[src/rtl/video_timing_gen.sv]
// Raster timing generator: registered hsync/vsync, draw area, coordinates and line/frame strobes.
// Define VIDEO_TIMING_TEST_PATTERN_EN to build the 8-bar colour pattern on rgb_o (otherwise rgb_o is 0).
module video_timing_gen #(
  parameter int H_ACTIVE  = 640,
  parameter int H_FP      = 16,
  parameter int H_SYNC    = 96,
  parameter int H_BP      = 48,
  parameter int V_ACTIVE  = 480,
  parameter int V_FP      = 10,
  parameter int V_SYNC    = 2,
  parameter int V_BP      = 33,
  parameter bit HSYNC_POL = 1'b0,
  parameter bit VSYNC_POL = 1'b0,
  localparam int H_TOTAL  = H_ACTIVE + H_FP + H_SYNC + H_BP,
  localparam int V_TOTAL  = V_ACTIVE + V_FP + V_SYNC + V_BP,
  localparam int HW       = $clog2(H_TOTAL),
  localparam int VW       = $clog2(V_TOTAL)
) (
  input  logic          pixel_clk_i,
  input  logic          rstn_i,
  input  logic          en_i,
  output logic          hsync_o,
  output logic          vsync_o,
  output logic          draw_area_o,
  output logic [HW-1:0] x_o,
  output logic [VW-1:0] y_o,
  output logic          line_start_o,
  output logic          frame_start_o,
  output logic [23:0]   rgb_o
);

  localparam logic [HW-1:0] H_LAST    = HW'(H_TOTAL - 1);
  localparam logic [HW-1:0] H_ACT_END = HW'(H_ACTIVE);
  localparam logic [HW-1:0] HS_START  = HW'(H_ACTIVE + H_FP);
  localparam logic [HW-1:0] HS_END    = HW'(H_ACTIVE + H_FP + H_SYNC);
  localparam logic [VW-1:0] V_LAST    = VW'(V_TOTAL - 1);
  localparam logic [VW-1:0] V_ACT_END = VW'(V_ACTIVE);
  localparam logic [VW-1:0] VS_START  = VW'(V_ACTIVE + V_FP);
  localparam logic [VW-1:0] VS_END    = VW'(V_ACTIVE + V_FP + V_SYNC);

  if (H_ACTIVE == 0 || H_FP == 0 || H_SYNC == 0 || H_BP == 0 ||
      V_ACTIVE == 0 || V_FP == 0 || V_SYNC == 0 || V_BP == 0) begin : g_bad_timing
    $error("video_timing_gen: every timing parameter must be non-zero");
  end

  logic [HW-1:0] h;
  logic [VW-1:0] v;
  logic          draw;
  logic          hs_act;
  logic          vs_act;
  logic          h_last;
  logic          v_last;

  assign draw   = (h < H_ACT_END) && (v < V_ACT_END);
  assign hs_act = (h >= HS_START) && (h < HS_END);
  assign vs_act = (v >= VS_START) && (v < VS_END);
  assign h_last = (h == H_LAST);
  assign v_last = (v == V_LAST);

  // Outputs describe the position held before this edge; en_i low parks everything at origin.
  always_ff @(posedge pixel_clk_i or negedge rstn_i) begin
    if (!rstn_i) begin
      h             <= '0;
      v             <= '0;
      hsync_o       <= ~HSYNC_POL;
      vsync_o       <= ~VSYNC_POL;
      draw_area_o   <= 1'b0;
      x_o           <= '0;
      y_o           <= '0;
      line_start_o  <= 1'b0;
      frame_start_o <= 1'b0;
    end else if (!en_i) begin
      h             <= '0;
      v             <= '0;
      hsync_o       <= ~HSYNC_POL;
      vsync_o       <= ~VSYNC_POL;
      draw_area_o   <= 1'b0;
      x_o           <= '0;
      y_o           <= '0;
      line_start_o  <= 1'b0;
      frame_start_o <= 1'b0;
    end else begin
      hsync_o       <= hs_act ? HSYNC_POL : ~HSYNC_POL;
      vsync_o       <= vs_act ? VSYNC_POL : ~VSYNC_POL;
      draw_area_o   <= draw;
      x_o           <= h;
      y_o           <= v;
      line_start_o  <= (h == '0);
      frame_start_o <= (h == '0) && (v == '0);
      if (h_last) begin
        h <= '0;
        v <= v_last ? '0 : v + VW'(1);
      end else begin
        h <= h + HW'(1);
      end
    end
  end

`ifdef VIDEO_TIMING_TEST_PATTERN_EN
  if (H_ACTIVE % 8 != 0) begin : g_bad_bars
    $error("video_timing_gen: H_ACTIVE must be a multiple of 8 for the colour bars");
  end

  localparam logic [HW-1:0] BAR_W = HW'(H_ACTIVE / 8);

  logic [2:0]  bar_idx;
  logic [23:0] bar_rgb;

  assign bar_idx = 3'(h / BAR_W);

  always_comb begin
    bar_rgb = 24'h000000;
    case (bar_idx)
      3'd0: bar_rgb = 24'hFFFFFF;
      3'd1: bar_rgb = 24'hFFFF00;
      3'd2: bar_rgb = 24'h00FFFF;
      3'd3: bar_rgb = 24'h00FF00;
      3'd4: bar_rgb = 24'hFF00FF;
      3'd5: bar_rgb = 24'hFF0000;
      3'd6: bar_rgb = 24'h0000FF;
      3'd7: bar_rgb = 24'h000000;
    endcase
  end

  // Registered alongside the timing outputs so colour stays aligned with x_o.
  always_ff @(posedge pixel_clk_i or negedge rstn_i) begin
    if (!rstn_i) begin
      rgb_o <= 24'h0;
    end else if (!en_i) begin
      rgb_o <= 24'h0;
    end else begin
      rgb_o <= draw ? bar_rgb : 24'h0;
    end
  end
`else
  assign rgb_o = 24'h0;
`endif

endmodule

[config.mk]
export PLATFORM = sky130hd
export DESIGN_NAME = video_timing_gen
export DESIGN_NICKNAME = d
export VERILOG_FILES = /design/src/rtl/video_timing_gen.sv
export SDC_FILE = /design/constraint.sdc
export NUM_CORES = 1
export LEC_CHECK = 0
export ABC_AREA = 1
export CAP_MARGIN = 30
export CORE_AREA = 8 8 80 82
export DETAILED_ROUTE_END_ITERATION = 16
export DIE_AREA = 0 0 88 90
export PLACE_DENSITY = 0.72
export SETUP_SLACK_MARGIN = 0.02
export SLEW_MARGIN = 40
export SYNTH_ARGS = -nofsm -noshare
export SYNTH_HDL_FRONTEND = slang
export SYNTH_SLANG_ARGS = --single-unit
[constraint.sdc]
create_clock -name pixel_clk_i -period 1.9 [get_ports pixel_clk_i]
set_input_delay 0.38 -clock pixel_clk_i [delete_from_list [all_inputs] [get_ports pixel_clk_i]]
set_output_delay 0.38 -clock pixel_clk_i [all_outputs]
set_load 0.01 [all_outputs]
==> flow_summary_export.csv, run 1 <==
group,metric,value,unit
run_status,status,"completed",
timing,fin_crit_sh,90.8,%
grt,track_usage,11.6,%
clock_network,htree_levels,2,
grt,grt_antenna_before_repair,0,
placed_design,dp_slack,0.280,ns
worst_setup_path,cp_top_family,"buffers and inverters",
logic_synthesis,async_flop_share,100,%
logic_synthesis,synth_top_cell_area_share,47.6,%
floorplan,dieArea,7920,sq um
timing,maxSlewViolCount,0,
route,drt_wl_total,4210,um
logic_synthesis,synth_seq_cells,45,
worst_setup_path,r2r-start,"h[0]$_DFF_PN0_",
timing,max_slew_margin,66.2,%
floorplan,rows,27,
logic_synthesis,ys_seq_area_share,49.9,%
placed_design,dp_hpwl,3120,um
grt,first_global_vias,1680,
timing,max_freq,580,MHz
logic_synthesis,syn_inst,274,
clock_network,cts-root-buf,"clkbuf_8",
grt,grt.overflow.total,0,
worst_setup_path,path_class,"reg2out",
worst_setup_path,cp_cell_sequence,"clkdlybuf4s50_1",
timing,final_hold_viol_count,0,
timing,rsz0062_at_grt,"no",
logic_synthesis,synth_cell_types,31,
worst_setup_path,worstPathMaxFanout,1,
timing,timing.hold.ws,0.0392,ns
run,drv_cap,0,
clock_network,cts_setup_buffers,0,
logic_synthesis,synth_area_leaders,"dfrtp_1, nand2_1, buf_4",
clock_network,postCtsHoldBufs,0,
logic_synthesis,synthFlopType,"dfrtp_1",
floorplan,start_util,43.2,%
route,first_iter_violations,128,
pwr,peakVddDrop,0.339,mV
pwr,cellLeakagePower,1.41,nW
timing,setup_slack,0.175,ns
worst_setup_path,cp-end-kind,"output pin",
clock_network,clk_pin_slew,0.08,ns
logic_synthesis,synth_area,2260,sq um
final_layout,area_growth,17.4,%
logic_synthesis,synth_edf_count,0,
clock_network,cts_buffer_depth,2,
hold_path,hold_path_class,"in2async",
timing,post-route-min-period,1.72,ns
worst_setup_path,critPathLaunchType,"register",
worst_setup_path,crit_start,"hsync_o$_DFF_PN1_",
logic_synthesis,synth_warnings,0,
placed_design,io_buffers,27,
placed_design,gp_congestion,0.867,
pwr,p_per_area,759,nW/um^2
clock_network,clk-insertion-delay-late,0.30,ns
route,viasPerCell,4.48,
floorplan,dieHeight,90,um
timing,worst_pin_slew,0.507,ns
worst_setup_path,cp.buffers_inverters,1,
route,drc,0,
grt,grt_pass1_wl,7410,um
floorplan,die_w,88,um
worst_setup_path,worstPathRequired,1.52,ns
route,drt_pre_antenna_iters,4,
grt,grt_max_degree,36,
clock_network,cts.sinks,45,
timing,setup_viol,0,
route,routedWlPerCell,11.2,um
floorplan,core_area,5240,sq um
clock_network,cts_tree,"done",
final_layout,diodes,0,
worst_setup_path,cp.arrival,1.34,ns
clock_network,cts_resized,0,
logic_synthesis,synth_top_area_cell,"dfrtp_1",
worst_setup_path,cp_slowest_cell,"clkdlybuf4s50_1",
final_layout,drive_gt1_share,6.93,%
route,antenna_left,0,
timing,setup_tns,0,ns
final_layout,nNetsFinal,309,
worst_setup_path,critPathMaxStageDelay,0.53,ns
floorplan,pin_count,52,
logic_synthesis,syn_area_per_cell,8.25,sq um
clock_network,cts_buffers,5,
timing,skew,0.00551,ns
route,vias,1681,
-- cells by family after synthesis --
| family | count (synthesis) | synth area share, % |
|---|---|---|
| AOI/OAI and AO/OA | 17 | 4.21 |
| and+or+nand+nor | 127 | 24.6 |
| xor gates and xnor gates | 3 | 1.16 |
| buffers and inverters | 77 | 17.7 |
| DFF | 45 | 49.9 |
| other | 1 | 0.166 |
| adders and majority gates | 4 | 2.21 |
-- layout by cell type (no fill, tap or decap), drive strengths merged, types with 2 or more instances in the layout --
cell type      netlist  layout
nand2               65      65
inv                 46      46
dfrtp               43      43
nor2                31      31
clkdlybuf4s50        0      26
conb                 1      24
nand3               17      17
o21ai               11      11
nand4                6       6
clkbuf               1       5
o21bai               4       4
ha                   4       4
xor2                 3       3
buf                 30       3
a21oi                2       2
nor3b                2       2
nor3                 2       2
bufinv               0       2
dfstp                2       2
-- state kept, by name, indices dropped and copies added (netlist names) --
register       count
hsync_o            1
x_o               10
y_o               10
frame_start_o      1
line_start_o       1
vsync_o            1
h                 10
draw_area_o        1
v                 10
-- final cells by class --
class	instances	area, sq um
Tap cell	72	90.1
Clock inverter	3	65.1
Multi-Input combinational cell	175	818
Timing Repair Buffer	29	305
Sequential cell	45	1130
Clock buffer	5	68.8
Fill cell	488	2580
Inverter	46	178
-- Yosys cell counts (2+ instances only) --
master	number
o21ai_0	5
nand3_1	16
xor2_1	3
nor2_2	3
o21bai_1	4
nor2_1	28
o21ai_1	6
nor3b_1	2
ha_1	4
dfrtp_1	43
nand4_1	6
nand2_1	63
buf_1	2
nor3_1	2
inv_1	44
dfstp_2	2
buf_2	2
a21oi_1	2
buf_4	25
-- report_power, final --
| group | internal (mW) | switching, mW |
|---|---|---|
| combinational | 0.0619 | 0.108 |
| sequential | 0.982 | 0.0235 |
| clock | 0.522 | 0.315 |
-- through the flow --
stage          area, sq um  power (mW)  std cells  utilization, %
6_report              2650        2.01        375            50.7
5_1_grt               2650        2.10        375            50.7
4_1_cts               2650        2.03        375            50.7
3_5_place_dp          2520        1.20        367            48.1
3_3_place_gp          2520        1.19        367            48.1
2_1_floorplan         2350        1.16        297               -
-- path summary, 6_finish.rpt --
| path | endpoint | slack (ns) | depth (start not counted) |
|---|---|---|---|
| hold / removal | x_o[6]$_DFF_PN0_ | 0.04 | 1 |
| min in group pixel_clk_i | x_o[1]$_DFF_PN0_ | 0.54 | 2 |
| setup / recovery | hsync_o | 0.18 | 1 |
| setup reg to reg | h[8]$_DFF_PN0_ | 0.42 | 7 |
| hold reg to reg | x_o[1]$_DFF_PN0_ | 0.54 | 2 |
| max in group asynchronous | hsync_o$_DFF_PN1_ | 1.30 | 2 |
-- per-layer routing --
layer / vias up / wire length [um] / GRT usage, %
li1: 842 / - / -
met1: 766 / 1910 / 14.4
met2: 64 / 1950 / 17.8
met3: 9 / 250 / 2.73
met4: 0 / 99 / 6.17
met5: - / 0 / 0
Power figures use the tool's default switching activity.
==> run 2: changes to the inputs <==
DONT_BUFFER_PORTS = 1   (was default)
HOLD_SLACK_MARGIN = 0.05   (was default)
PLACE_DENSITY = default   (was 0.72)
==> run 2 against run 1 <==
Worst setup slack improved by 0.25 ns. Critical path depth rose by 6. Non-clock buffer count fell by 27. Clock skew fell by 0.00079 ns. First-iteration DRC count fell by 10%. Utilization fell by 5.4 points. Flip-flop and latch count did not move. Via count fell by 6.0%.
==> flow_summary_export.csv, run 2 (synthesis gave the netlist of run 1 again) <==
group,metric,value,unit
route,antenna_left,0,
timing,skew,0.00472,ns
grt,grt_pass1_wl,7250,um
floorplan,pin_count,52,
worst_setup_path,critPathLaunchType,"register",
floorplan,die_w,88,um
placed_design,dp_hpwl,3040,um
grt,track_usage,11.5,%
clock_network,cts-root-buf,"clkbuf_8",
worst_setup_path,cp.arrival,1.70,ns
grt,grt_max_degree,46,
placed_design,gp_congestion,0.781,
floorplan,dieArea,7920,sq um
placed_design,io_buffers,0,
floorplan,dieHeight,90,um
clock_network,cts_setup_buffers,0,
pwr,peakVddDrop,0.247,mV
timing,rsz0062_at_grt,"no",
floorplan,rows,27,
final_layout,nNetsFinal,282,
worst_setup_path,cp-end-kind,"register",
worst_setup_path,path_class,"reg2reg",
pwr,cellLeakagePower,1.30,nW
route,viasPerCell,4.54,
pwr,p_per_area,799,nW/um^2
clock_network,clk_pin_slew,0.08,ns
grt,grt_antenna_before_repair,0,
final_layout,final_core_util,45.3,%
floorplan,start_util,43.2,%
timing,setup_tns,0,ns
hold_path,hold_path_class,"in2reg",
worst_setup_path,worstPathRequired,2.13,ns
final_layout,diodes,0,
worst_setup_path,critPathMaxStageDelay,0.43,ns
worst_setup_path,cp_cell_sequence,"ha_1, nand2_1, nor2_1, nand2_1, o21ai_0, o21ai_0, nor2_1",
final_layout,seq_area,1130,sq um
timing,timing.hold.ws,0.149,ns
placed_design,dp_cells,338,
route,first_iter_violations,115,
run,drv_cap,0,
floorplan,core_area,5240,sq um
grt,grt.overflow.total,0,
route,routedWlPerCell,12.5,um
route,drt_wl_total,4360,um
timing,maxSlewViolCount,0,
final_layout,drive_gt1_share,6.88,%
clock_network,htree_levels,2,
placed_design,place_area,2210,sq um
run_status,status,"completed",
final_layout,final_cell_area,2370,sq um
timing,fin_crit_sh,77.5,%
worst_setup_path,worstPathMaxFanout,5,
timing,post-route-min-period,1.47,ns
final_layout,n_fill_cell,515,
placed_design,dp_slack,0.448,ns
clock_network,cts_buffer_depth,2,
route,drc,0,
timing,final_hold_viol_count,0,
final_layout,final_common_cell,"nand2_1",
clock_network,clk-insertion-delay-late,0.29,ns
clock_network,cts.sinks,45,
clock_network,cts_resized,0,
grt,first_global_vias,1592,
clock_network,cts_buffers,5,
worst_setup_path,cp_slowest_cell,"dfrtp_1",
timing,max_freq,679,MHz
timing,setup_viol,0,
route,vias,1580,
timing,setup_slack,0.428,ns
clock_network,cts_tree,"done",
pwr,p_total,1.90,mW
route,drt_pre_antenna_iters,5,
final_layout,finalNonFillerCells,348,
final_layout,multi_input_area,818,sq um
final_layout,layout_common_cells,"nand2_1, inv_1, dfrtp_1, nor2_1, conb_1",
final_layout,area_growth,4.98,%
[run 2: final timing paths]
kind,to,start,slack [ns],cells after the start
worst min register to register,x_o[6]$_DFF_PN0_,h[6]$_DFF_PN0_,0.53,2
worst max register to register,h[8]$_DFF_PN0_,h[0]$_DFF_PN0_,0.43,7
worst max-delay path,h[8]$_DFF_PN0_,h[0]$_DFF_PN0_,0.43,7
min in group asynchronous,x_o[4]$_DFF_PN0_,rstn_i,0.58,2
max in group asynchronous,vsync_o$_DFF_PN1_,rstn_i,1.06,2
worst min-delay path,hsync_o$_DFF_PN1_,en_i,0.15,1
[run 2: power by group]
part / leakage (nW) / internal (mW) / switching, mW
clock network: 0.0574 / 0.428 / 0.327
logic: 0.634 / 0.0378 / 0.0871
registers: 0.611 / 0.982 / 0.0337
total: 1.30 / 1.45 / 0.447
[run 2: critical path: cells and delay by family (launching register included)]
kind,cells,cell delay (ns)
compound gates,2,0.24
fa+ha+maj,1,0.23
flops,1,0.43
simple gates,4,0.49
[run 2: area by class of cell]
type / count / share of cell area [%]
Sequential cell: 45 / 47.6
Clock inverter: 2 / 1.58
Timing Repair Buffer: 2 / 1.58
Multi-Input combinational cell: 175 / 34.5
Inverter: 46 / 7.49
Clock buffer: 6 / 3.48
Tap cell: 72 / 3.80
[run 2: timing repair]
action,4_1_cts,5_1_grt
endpoints found under the setup margin,0,0
endpoints found under the hold margin,45,0
hold buffers,2,0
[run 2: routing by layer]
layer	vias to the layer above	global-route usage, %	part of all wire [%]
li1	786	-	-
met1	737	14.4	47
met2	49	17.8	46
met3	8	2.27	4.6
met4	0	6.03	2.1
met5	-	0	0
==> run 3: changes to the inputs <==
clock period = 1.4 ns   (was 1.9 ns; I/O delays follow)
==> run 3 against run 2 <==
Register-to-register slack lost 0.34 ns. Clock power up 3.6%. Critical path type unchanged. Sequential power grew 34%. Cell count is 6.3% higher. Largest cell class unchanged. Critical path depth unchanged. Maximum frequency increased by 12%. Die area stayed put. Global-route usage up 0.40 points. Non-clock buffer count rose by 22. Clock skew grew 0.0063 ns. Critical endpoint is now v[4]$_DFFE_PN0P_.
==> flow_summary_export.csv, run 3 (synthesis gave the netlist of run 1 again) <==
group,metric,value,unit
clock_network,clk-insertion-delay-late,0.30,ns
grt,grt_max_degree,46,
clock_network,htree_levels,2,
route,routedWlPerCell,12.3,um
grt,grt_antenna_before_repair,0,
route,drt_wl_total,4560,um
floorplan,start_util,43.2,%
worst_setup_path,path_common_cell,"inv_2",
clock_network,cts-root-buf,"clkbuf_8",
pwr,combPwrFrac,10.7,%
placed_design,dp_hpwl,3110,um
worst_setup_path,critPathMaxStageDelay,0.42,ns
floorplan,core_area,5240,sq um
timing,fin_crit_sh,93.7,%
pwr,seqPwrFrac,56.9,%
grt,first_global_vias,1556,
grt,grt_use_met2,17.1,%
grt,grtUsageMet3,3.09,%
worst_setup_path,worstPathRequired,1.59,ns
route,drc,0,
pwr,pwr-share-clk,32.4,%
timing,setup_viol,0,
final_layout,nNetsFinal,304,
pwr,p_per_area,941,nW/um^2
route,antenna_left,0,
floorplan,rows,27,
clock_network,cts_tree,"done",
clock_network,cts_buffer_depth,2,
pwr,peakVddDrop,0.402,mV
final_layout,final_cell_area,2560,sq um
worst_setup_path,critPathLaunchType,"register",
route,vias,1673,
placed_design,io_buffers,0,
worst_setup_path,r2r-start,"v[1]$_DFFE_PN0P_",
worst_setup_path,crit_start,"v[1]$_DFFE_PN0P_",
worst_setup_path,cp_slowest_cell,"dfrtp_1",
placed_design,place_area,2300,sq um
timing,post-route-min-period,1.31,ns
grt,grt_pass1_wl,7420,um
hold_path,hold_start,"en_i",
worst_setup_path,cp_cell_sequence,"inv_2, ha_4, inv_2, nor2_2, nand4_1, nand3_1, o21ai_1",
hold_path,hold_path_class,"in2reg",
final_layout,area_growth,13.3,%
final_layout,layout_common_cells,"nand2_1, dfrtp_1, inv_1, nor2_1, conb_1",
placed_design,gp_congestion,0.832,
worst_setup_path,cp.arrival,1.50,ns
grt,grt_util_met1,16.1,%
timing,max_freq,762,MHz
final_layout,final_common_cell,"nand2_1",
worst_setup_path,cp-end-kind,"register",
route,viasPerCell,4.52,
run_status,status,"completed",
timing,maxSlewViolCount,0,
clock_network,clk_pin_slew,0.09,ns
pwr,swShare,25.6,%
pwr,p_sw,616,uW
floorplan,dieHeight,90,um
timing,rsz0062_at_grt,"yes",
worst_setup_path,worstPathMaxFanout,5,
clock_network,cts.sinks,45,
run,drv_cap,0,
floorplan,dieArea,7920,sq um
timing,skew,0.0110,ns
grt,grt.busiest_layer,"met2",
floorplan,pin_count,52,
floorplan,die_w,88,um
clock_network,cts_buffers,5,
final_layout,drive_gt1_share,17.4,%
timing,final_hold_viol_count,0,
final_layout,diodes,0,
route,drt_pre_antenna_iters,6,
worst_setup_path,path_class,"reg2reg",
pwr,cellLeakagePower,1.39,nW
grt,grt.overflow.total,0,
pwr,internal-power,1.80,mW
route,first_iter_violations,91,
grt,track_usage,11.9,%
timing,timing.hold.ws,0.0768,ns
## run 3: power by group through the flow
stage	logic [mW]	registers [mW]	clock network, mW
detailed placement	0.153	1.40	0
floorplan	0.184	1.39	0
CTS	0.222	1.37	0.812
finish	0.257	1.37	0.781
global placement	0.152	1.40	0
global route	0.291	1.38	0.864
## run 3: per-layer routing
layer,wire [um],part of all wire [%]
met5,0,0
met4,71,1.6
met3,235,5.2
met2,2060,45
met1,2200,48
## run 3: timing repair
item / 4_1_cts / 5_1_grt
hold buffers: 3 / 0
setup buffers: 4 / 5
pin swaps: 0 / 7
resized for setup: 1 / 20
endpoints found under the hold margin: 46 / 0
endpoints found under the setup margin: 4 / 14
## run 3: worst paths after layout
check                                        endpoint  slack, ns  depth (start not counted)
worst max register to register       v[4]$_DFFE_PN0P_       0.09                          7
worst min-delay path                 x_o[4]$_DFF_PN0_       0.08                          2
min in group asynchronous       draw_area_o$_DFF_PN0_       0.46                          2
worst min register to register       x_o[6]$_DFF_PN0_       0.53                          2
worst max-delay path                 v[4]$_DFFE_PN0P_       0.09                          7
max in group asynchronous           vsync_o$_DFF_PN1_       0.65                          2
## run 3: through the flow
step	TNS, ns	setup WS, ns	instances	total power, mW	util, %
after detailed placement	-0.0359	-0.0229	350	1.55	44.0
after CTS	0	0.0320	365	2.40	47.1
final	0	0.0882	370	2.41	48.9
after global routing	-0.0595	-0.0254	370	2.53	48.9
after global placement	0	0.0524	350	1.55	44.0
after floorplan	0	0.0672	297	1.57	-
## run 3: layout make-up
class | instances | area [sq um]
Fill cell | 506 | 2680
Tap cell | 72 | 90.1
Inverter | 46 | 180
Sequential cell | 45 | 1130
Timing Repair Buffer | 24 | 213
Multi-Input combinational cell | 175 | 866
Clock inverter | 1 | 7.51
Clock buffer | 7 | 76.3
## run 3: worst max-delay path, delay by kind of cell (launching register included)
family	cells	cell delay, ns
simple gates	3	0.46
compound gates	1	0.08
flops	1	0.42
fa+ha+maj	1	0.13
buf+inv	2	0.12
